**config.mk**
```make
export PLATFORM = sky130hd
export DESIGN_NAME = fetch_align_buffer
export DESIGN_NICKNAME = d
export VERILOG_FILES = /design/src/rtl/fab_pkg.sv /design/src/rtl/fab_word_buffer.sv /design/src/rtl/fetch_align_buffer.sv
export SDC_FILE = /design/constraint.sdc
export NUM_CORES = 1
export LEC_CHECK = 0
export BUFFER_PORTS_ARGS = -buffer_cell sky130_fd_sc_hd__buf_2
export CAP_MARGIN = 20
export CORE_UTILIZATION = 52
export CTS_CLUSTER_SIZE = 28
export DETAILED_ROUTE_END_ITERATION = 8
export HOLD_SLACK_MARGIN = 0.02
export PLACE_DENSITY = 0.8
export SYNTH_ARGS = -nofsm -noshare
export SYNTH_HDL_FRONTEND = slang
export SYNTH_HIERARCHICAL = 1
export SYNTH_SLANG_ARGS = --single-unit
```
**constraint.sdc**
```tcl
create_clock -name clk -period 7.6 [get_ports clk]
set_input_delay 1.52 -clock clk [delete_from_list [all_inputs] [get_ports clk]]
set_output_delay 1.52 -clock clk [all_outputs]
set_load 0.005 [all_outputs]
```
**src/rtl/fab_pkg.sv**
```systemverilog
// Shared types and constants for the fetch align buffer.
// Imported by the word buffer and the top module.
package fab_pkg;

    localparam int unsigned TAG_W = 30;

    localparam logic [1:0] RVC_NOT = 2'b11;

    typedef enum logic {
        IDLE = 1'b0,
        REQ  = 1'b1
    } fab_state_e;

endpackage

```
**src/rtl/fab_word_buffer.sv**
```systemverilog
// Two tagged instruction words with LRU replacement.
// Looks up two tags at once and takes one fill per cycle.
module fab_word_buffer
    import fab_pkg::*;
(
    input  logic             clk,
    input  logic             rst_n,
    input  logic [TAG_W-1:0] tag_a_i,
    input  logic [TAG_W-1:0] tag_b_i,
    input  logic             use_b_i,
    output logic             hit_a_o,
    output logic [31:0]      data_a_o,
    output logic             hit_b_o,
    output logic [31:0]      data_b_o,
    input  logic             fill_en_i,
    input  logic [TAG_W-1:0] fill_tag_i,
    input  logic [31:0]      fill_data_i
);

    logic [1:0]       vld_q;
    logic [TAG_W-1:0] tag_q [2];
    logic [31:0]      data_q [2];
    logic             lru_q;
    logic             lru_d;

    logic [1:0] match_a;
    logic [1:0] match_b;
    logic [1:0] keep;
    logic       victim;

    // Dual tag compare; tags are unique so at most one entry matches each.
    always_comb begin
        for (int i = 0; i < 2; i++) begin
            match_a[i] = vld_q[i] && (tag_q[i] == tag_a_i);
            match_b[i] = vld_q[i] && (tag_q[i] == tag_b_i);
        end
        keep     = match_a | match_b;
        hit_a_o  = |match_a;
        hit_b_o  = |match_b;
        data_a_o = match_a[1] ? data_q[1] : data_q[0];
        data_b_o = match_b[1] ? data_q[1] : data_q[0];
    end

    // Victim: prefer an entry not holding W or W+1, else fall back to LRU.
    always_comb begin
        victim = lru_q;
        if (keep[0] && !keep[1]) begin
            victim = 1'b1;
        end else if (!keep[0] && keep[1]) begin
            victim = 1'b0;
        end
    end

    // LRU update: used hits mark MRU, a fill into the victim wins last.
    always_comb begin
        lru_d = lru_q;
        if (use_b_i && hit_b_o) begin
            lru_d = !match_b[1];
        end
        if (hit_a_o) begin
            lru_d = !match_a[1];
        end
        if (fill_en_i) begin
            lru_d = !victim;
        end
    end

    // Entry storage and replacement state.
    always_ff @(posedge clk) begin
        if (!rst_n) begin
            vld_q     <= '0;
            tag_q[0]  <= '0;
            tag_q[1]  <= '0;
            data_q[0] <= '0;
            data_q[1] <= '0;
            lru_q     <= 1'b0;
        end else begin
            lru_q <= lru_d;
            if (fill_en_i) begin
                vld_q[victim]  <= 1'b1;
                tag_q[victim]  <= fill_tag_i;
                data_q[victim] <= fill_data_i;
            end
        end
    end

endmodule

```
**src/rtl/fetch_align_buffer.sv**
```systemverilog
// Fetch align buffer: presents the aligned 16/32-bit instruction at pc
// and owns the ICACHE read port, prefetching the next sequential word.
module fetch_align_buffer
    import fab_pkg::*;
#(
    parameter bit PREFETCH_EN = 1'b1
) (
    input  logic             clk,
    input  logic             rst_n,
    input  logic [31:0]      pc,
    output logic             ready,
    output logic             compressed,
    output logic [31:0]      inst,
    input  logic             ICACHE_stall,
    output logic             ICACHE_ren,
    output logic             ICACHE_wen,
    output logic [TAG_W-1:0] ICACHE_addr,
    input  logic [31:0]      ICACHE_rdata,
    output logic [31:0]      ICACHE_wdata
);

    fab_state_e       state_q;
    logic             ren_q;
    logic [TAG_W-1:0] addr_q;

    logic [TAG_W-1:0] w;
    logic [TAG_W-1:0] w1;
    logic             hit_a;
    logic             hit_b;
    logic [31:0]      data_a;
    logic [31:0]      data_b;
    logic [15:0]      half;
    logic             is32;
    logic             need_b;
    logic             fill_en;
    logic             tgt_vld;
    logic [TAG_W-1:0] tgt_d;

    logic             pc_unused;
    logic [15:0]      data_b_hi_unused;

    assign pc_unused        = pc[0];
    assign data_b_hi_unused = data_b[31:16];

    assign w  = pc[31:2];
    assign w1 = w + 30'd1;

    assign fill_en = (state_q == REQ) && !ICACHE_stall;

    fab_word_buffer u_buf (
        .clk         (clk),
        .rst_n       (rst_n),
        .tag_a_i     (w),
        .tag_b_i     (w1),
        .use_b_i     (need_b),
        .hit_a_o     (hit_a),
        .data_a_o    (data_a),
        .hit_b_o     (hit_b),
        .data_b_o    (data_b),
        .fill_en_i   (fill_en),
        .fill_tag_i  (addr_q),
        .fill_data_i (ICACHE_rdata)
    );

    // Alignment: pick the halfword at pc and splice across words if needed.
    always_comb begin
        half       = pc[1] ? data_a[31:16] : data_a[15:0];
        is32       = (half[1:0] == RVC_NOT);
        need_b     = pc[1] && is32;
        ready      = hit_a && (!need_b || hit_b);
        compressed = ready && !is32;
        inst       = '0;
        if (ready) begin
            if (!is32) begin
                inst = {16'h0000, half};
            end else if (pc[1]) begin
                inst = {data_b[15:0], data_a[31:16]};
            end else begin
                inst = data_a;
            end
        end
    end

    // Next fetch target: current word, then spill word, then prefetch.
    always_comb begin
        tgt_vld = 1'b0;
        tgt_d   = w;
        if (!hit_a) begin
            tgt_vld = 1'b1;
            tgt_d   = w;
        end else if (need_b && !hit_b) begin
            tgt_vld = 1'b1;
            tgt_d   = w1;
        end else if (PREFETCH_EN && !hit_b) begin
            tgt_vld = 1'b1;
            tgt_d   = w1;
        end
    end

    // Request FSM; the port is driven only from these registers.
    always_ff @(posedge clk) begin
        if (!rst_n) begin
            state_q <= IDLE;
            ren_q   <= 1'b0;
            addr_q  <= '0;
        end else begin
            unique case (state_q)
                IDLE: begin
                    if (tgt_vld) begin
                        addr_q  <= tgt_d;
                        ren_q   <= 1'b1;
                        state_q <= REQ;
                    end
                end
                REQ: begin
                    if (!ICACHE_stall) begin
                        ren_q   <= 1'b0;
                        state_q <= IDLE;
                    end
                end
            endcase
        end
    end

    assign ICACHE_ren   = ren_q;
    assign ICACHE_addr  = addr_q;
    assign ICACHE_wen   = 1'b0;
    assign ICACHE_wdata = '0;

endmodule

```
---- Word level (Yosys, flattened, before mapping) ----
Memories as Yosys holds them, arrays and structs flattened.
Cells that the tools add are included.
cells by class
  add/subtract/negate cells ............... 1
  order comparisons ....................... 2
  equality and inequality tests ........... 7
  mux-type cells .......................... 35
  bitwise operators ....................... 3
  reduce and logical (&&, ||, !) cells .... 30
operators by type and width
  operator                                                  number
  2-to-1 mux 32 bit                                         5
  == test 30 bit                                            4
  2-to-1 mux 30 bit                                         4
  2-to-1 mux 16 bit                                         2
  OR reduction 32 bit                                       1
  adder 30 x 1 -> 30 bit, second input constant             1
  OR reduction 30 bit                                       1
  2-to-1 mux 1 bit                                          21
  logical AND 1 bit                                         13
  logical NOT 1 bit                                         9
  != test 2 bit, second input constant                      2
  bitwise OR 2 bit                                          2
  case mux 1 bit (2 select lines)                           2
  AND reduction 2 bit                                       2
  OR reduction 2 bit                                        2
  nonzero test 3 bit                                        1
  == test 2 bit, second input constant                      1
  < comparator 1 x 2 -> 1 bit, second input constant        1
  demux 1 bit (select 1 bit)                                1
  greater-or-equal comparator 1 bit, second input constant  1
  logical OR 1 bit                                          1
  inverter 1 bit                                            1
word-level totals
  bits in registers ....................... 35
  memory bits (writable) .................. 124
  bits of input ports ..................... 67
  output and inout bits ................... 98
  logic and storage cells ................. 85
  memories ................................ 2
memories
  name          depth  bits a word  rd ports  clocked after memory_dff  wr ports  RTL line               text
  u_buf.data_q  2      32           2         0                         2         fab_word_buffer.sv:22  logic [31:0] data_q [2];
  u_buf.tag_q   2      30           2         0                         2         fab_word_buffer.sv:21  logic [TAG_W-1:0] tag_q [2];

---- Depth between registers and ports, before layout ----
  depth after elaboration ................. 13
  depth in mapped cells ................... 19
  gate-level depth less buffers ........... 16

---- By module ----
Netlist, hierarchy kept.
by module, submodules not included
  module              times used  cells an instance  area each (sq um)  seq. area each (sq um)
  fab_word_buffer     1           569                7111.8             3783.6
  fetch_align_buffer  1           393                2890.3             640.6

---- Worst setup path before layout ----
No wires, ideal clock.
  path type ............................... input to register
  start ................................... input pc[10]
  end ..................................... memory u_buf.data_q[1][0], enable pin
  library setup time ...................... 0.503 ns
  arrival time ............................ 6.997 ns
  data required time ...................... 7.097 ns
  slack ................................... 0.101 ns
  stages .................................. 13
  path buffers ............................ 1
  path through ............................ nand4_2 or4_1 clkbuf_1 nor3_1 nand2_1 xnor2_1 xnor2_1 nand4_1 a2111oi_0 and3_1 o211a_1 nor2_1 a21oi_1
RTL lines
  element          RTL line                  text
  start, declared  fetch_align_buffer.sv:10  input logic [31:0] pc,
  end, declared    fab_word_buffer.sv:22

---- Final worst setup path ----
  start ................................... input pc[9]
  end ..................................... output inst[22]
between the ends
  elaborated cells between the ends (all ways) .. 22
  those cells by class .................... add/sub (1); eq/ne (5); mux (6); reduce/logical (10)
RTL lines
  element                     RTL line                  text
  adder 30 x 1 -> 30 bit (*)  fetch_align_buffer.sv:46  assign w1 = w + 30'd1;
  via w1[23]                  fetch_align_buffer.sv:27  logic [TAG_W-1:0] w1;
  == test 30 bit              fab_word_buffer.sv:35     match_b[i] = vld_q[i] && (tag_q[i] == tag_b_i);
  logical AND 1 bit           fab_word_buffer.sv:35
  OR reduction 2 bit (*)      fab_word_buffer.sv:39     hit_b_o = |match_b;
  via hit_b                   fetch_align_buffer.sv:29  logic hit_b;
  logical OR 1 bit (*)        fetch_align_buffer.sv:70  ready = hit_a && (!need_b || hit_b);
  logical AND 1 bit (*)       fetch_align_buffer.sv:70
  2-to-1 mux 32 bit (*)       fetch_align_buffer.sv:73  if (ready) begin
  end, declared               fetch_align_buffer.sv:13  output logic [31:0] inst,
Mark *: on every way through the listed nets, which the timed path passes. The rest lies on a longest branch.

==> reports/metrics.yaml <==
worstPathRequired_ns: 6.08
ant_nets: 0
grt_pass1_vias: 7595
hpwl_um: 21100
drtPass1Iterations: 6
max_stage_delay_ns: 0.76
worstPathArrival_ns: 5.49
grt_pass1_wl_um: 44000
grt_overflow_total: 0
power_mw: 2.28
cts.sinks: 159
final.setup_skew_ns: 0.0120
crit_slowest_cell: "or4_1"
grt_max_degree: 38
fp.dieH_um: 139
worstHoldStart: "ICACHE_ren"
period_share: 0.923
postSynthAreaPerCell_um2: 10.4
cts-root-buf: "clkbuf_16"
h-tree-depth: 4
port_buffers: 130
place_congestion: 1.04
numCtsBuffers: 17
viasPerCell: 5.98
antenna_cells: 0
area_growth_pct: 14.5
antenna_found_initial: 0
start_kind: "input pin"
p_leak_nw: 4.42
ff_latch_area_um2: 4420
drc: 0
syn_area_um2: 9820
die_area_um2: 19400
whs_path_depth: 2
ctsResizeCount: 0
vdd_ir_drop_max_v: 0.000149
max-cap-violations: 0
seq_power_share: 0.454
reg2reg_from: "u_buf/tag_q[1][12]"
worstSetupPathType: "input pin to output pin"
drive_above_1_share: 0.229
worstRegToRegCells: 8
ios: 165
crit_fanout: 16
tightest_slew_ns: 0.960
fin_nets: 1134
holdBufCountCts: 0
syn-instance-count: 945
comb_power_share: 0.145
r2r_end: "u_buf/tag_q[1][10]"
reg2reg_slack_ns: 3.90
cp_cell_sequence: "buf_2, nand4_2, or4_1, nor3_1, xor2_1, xnor2_1, nand2_1, nor4_1, nand3_1, nand2_1, o21ai_1, inv_1, nand2_1, nor2_1, buf_2"
setup_viol: 0
rsz0062_at_grt: "false"
pwr-share-clk: 0.401
setup_tns_ns: 0
fill_cells: 1501
path_common_cell: "nand2_1"
grtUsageTotal: 0.304
start_util: 0.539
hold_path.class: "flop to flop"
routed_wirelength_um: 29000
fmax_ghz: 0.143
wl_per_cell_um: 22.2
cp-end-kind: "output pin"
clk_pin_slew_ns: 0.07
status: "completed"
relSlewSlack: 0.360
layout_min_cycle_time_ns: 7.01
drv_slew: 0
post_cts.repair.setup_buffers: 0
power.density_nw_per_um2: 203
min_to: "ICACHE_ren"
core_um2: 18200
p_int_mw: 1.65
mostFrequentLayoutCells: "130 x xnor2_1, 130 x buf_2, 125 x and2_1"
cts_tree: "built"
clk_path_buf_depth: 2
switching_share: 0.277
yosys_warnings: 6
die_w_um: 139
multi_input_area_um2: 5070
num_rows: 49
vias: 7828
first_iter_violations: 698
clock_latency_ns: 0.43
hold_viol: 0
power_switching_uw: 633
## power groups by stage
stage                     logic (mW)  registers (mW)  clock network [mW]
after floorplan                0.206            1.05                   0
after global placement         0.319            1.05                   0
after detailed placement       0.321            1.06                   0
after CTS                      0.324            1.04               0.918
after global routing           0.350            1.04               0.952
final                          0.330            1.04               0.916
## state kept, by name (all words and copies together), names as in the netlist
signal and count:
u_buf/tag_q 60, u_buf/vld_q 2, ICACHE_addr 30, state_q 1
ICACHE_ren 1, u_buf/lru_q 1, u_buf/data_q 64
## critical path: cells and delay by family
| kind | cells | cell delay [ns] |
|---|---|---|
| AND/OR/NAND/NOR | 9 | 2.72 |
| XOR/XNOR | 2 | 0.66 |
| AO/OA/AOI/OAI | 1 | 0.11 |
| buffers and inverters | 3 | 0.44 |
## per-layer routing
layer,vias to the layer above,global-route usage,part of all wire
met2,401,0.491,0.47
met4,0,0.0936,0.024
met5,-,0,0
li1,3562,-,-
met3,52,0.0619,0.085
met1,3813,0.411,0.42
## final cells by class
class	count	area share
multi-input cells	731	0.451
clock inverters	15	0.0179
inverters	10	0.00334
clock buffers	17	0.0378
well taps	229	0.0255
flip-flops and latches	159	0.394
repair buffers	147	0.0704
## metrics by stage
stage	setup WS, ns	utilization	area [um2]	hold WS [ns]	std cells
finish	0.588	0.617	11200	0.480	1308
global route	0.148	0.617	11200	0.515	1308
CTS	0.633	0.617	11200	0.481	1308
detailed placement	0.715	0.583	10600	0.464	1276
global placement	0.720	0.582	10600	0.455	1275
floorplan	0.101	-	9940	0.463	977
## worst max path at each step
stage                      start            endpoint  slack, ns  depth (start not counted)
final                      pc[9]            inst[22]       0.59                         15
after global routing       pc[9]            inst[24]       0.15                         16
after CTS                  pc[9]            inst[22]       0.63                         15
after detailed placement   pc[9]            inst[22]       0.72                         15
after global placement     pc[9]            inst[30]       0.72                         15
after floorplan           pc[10]  u_buf/data_q[1][0]       0.10                         13
No activity file was read; power rests on OpenSTA's default activity.
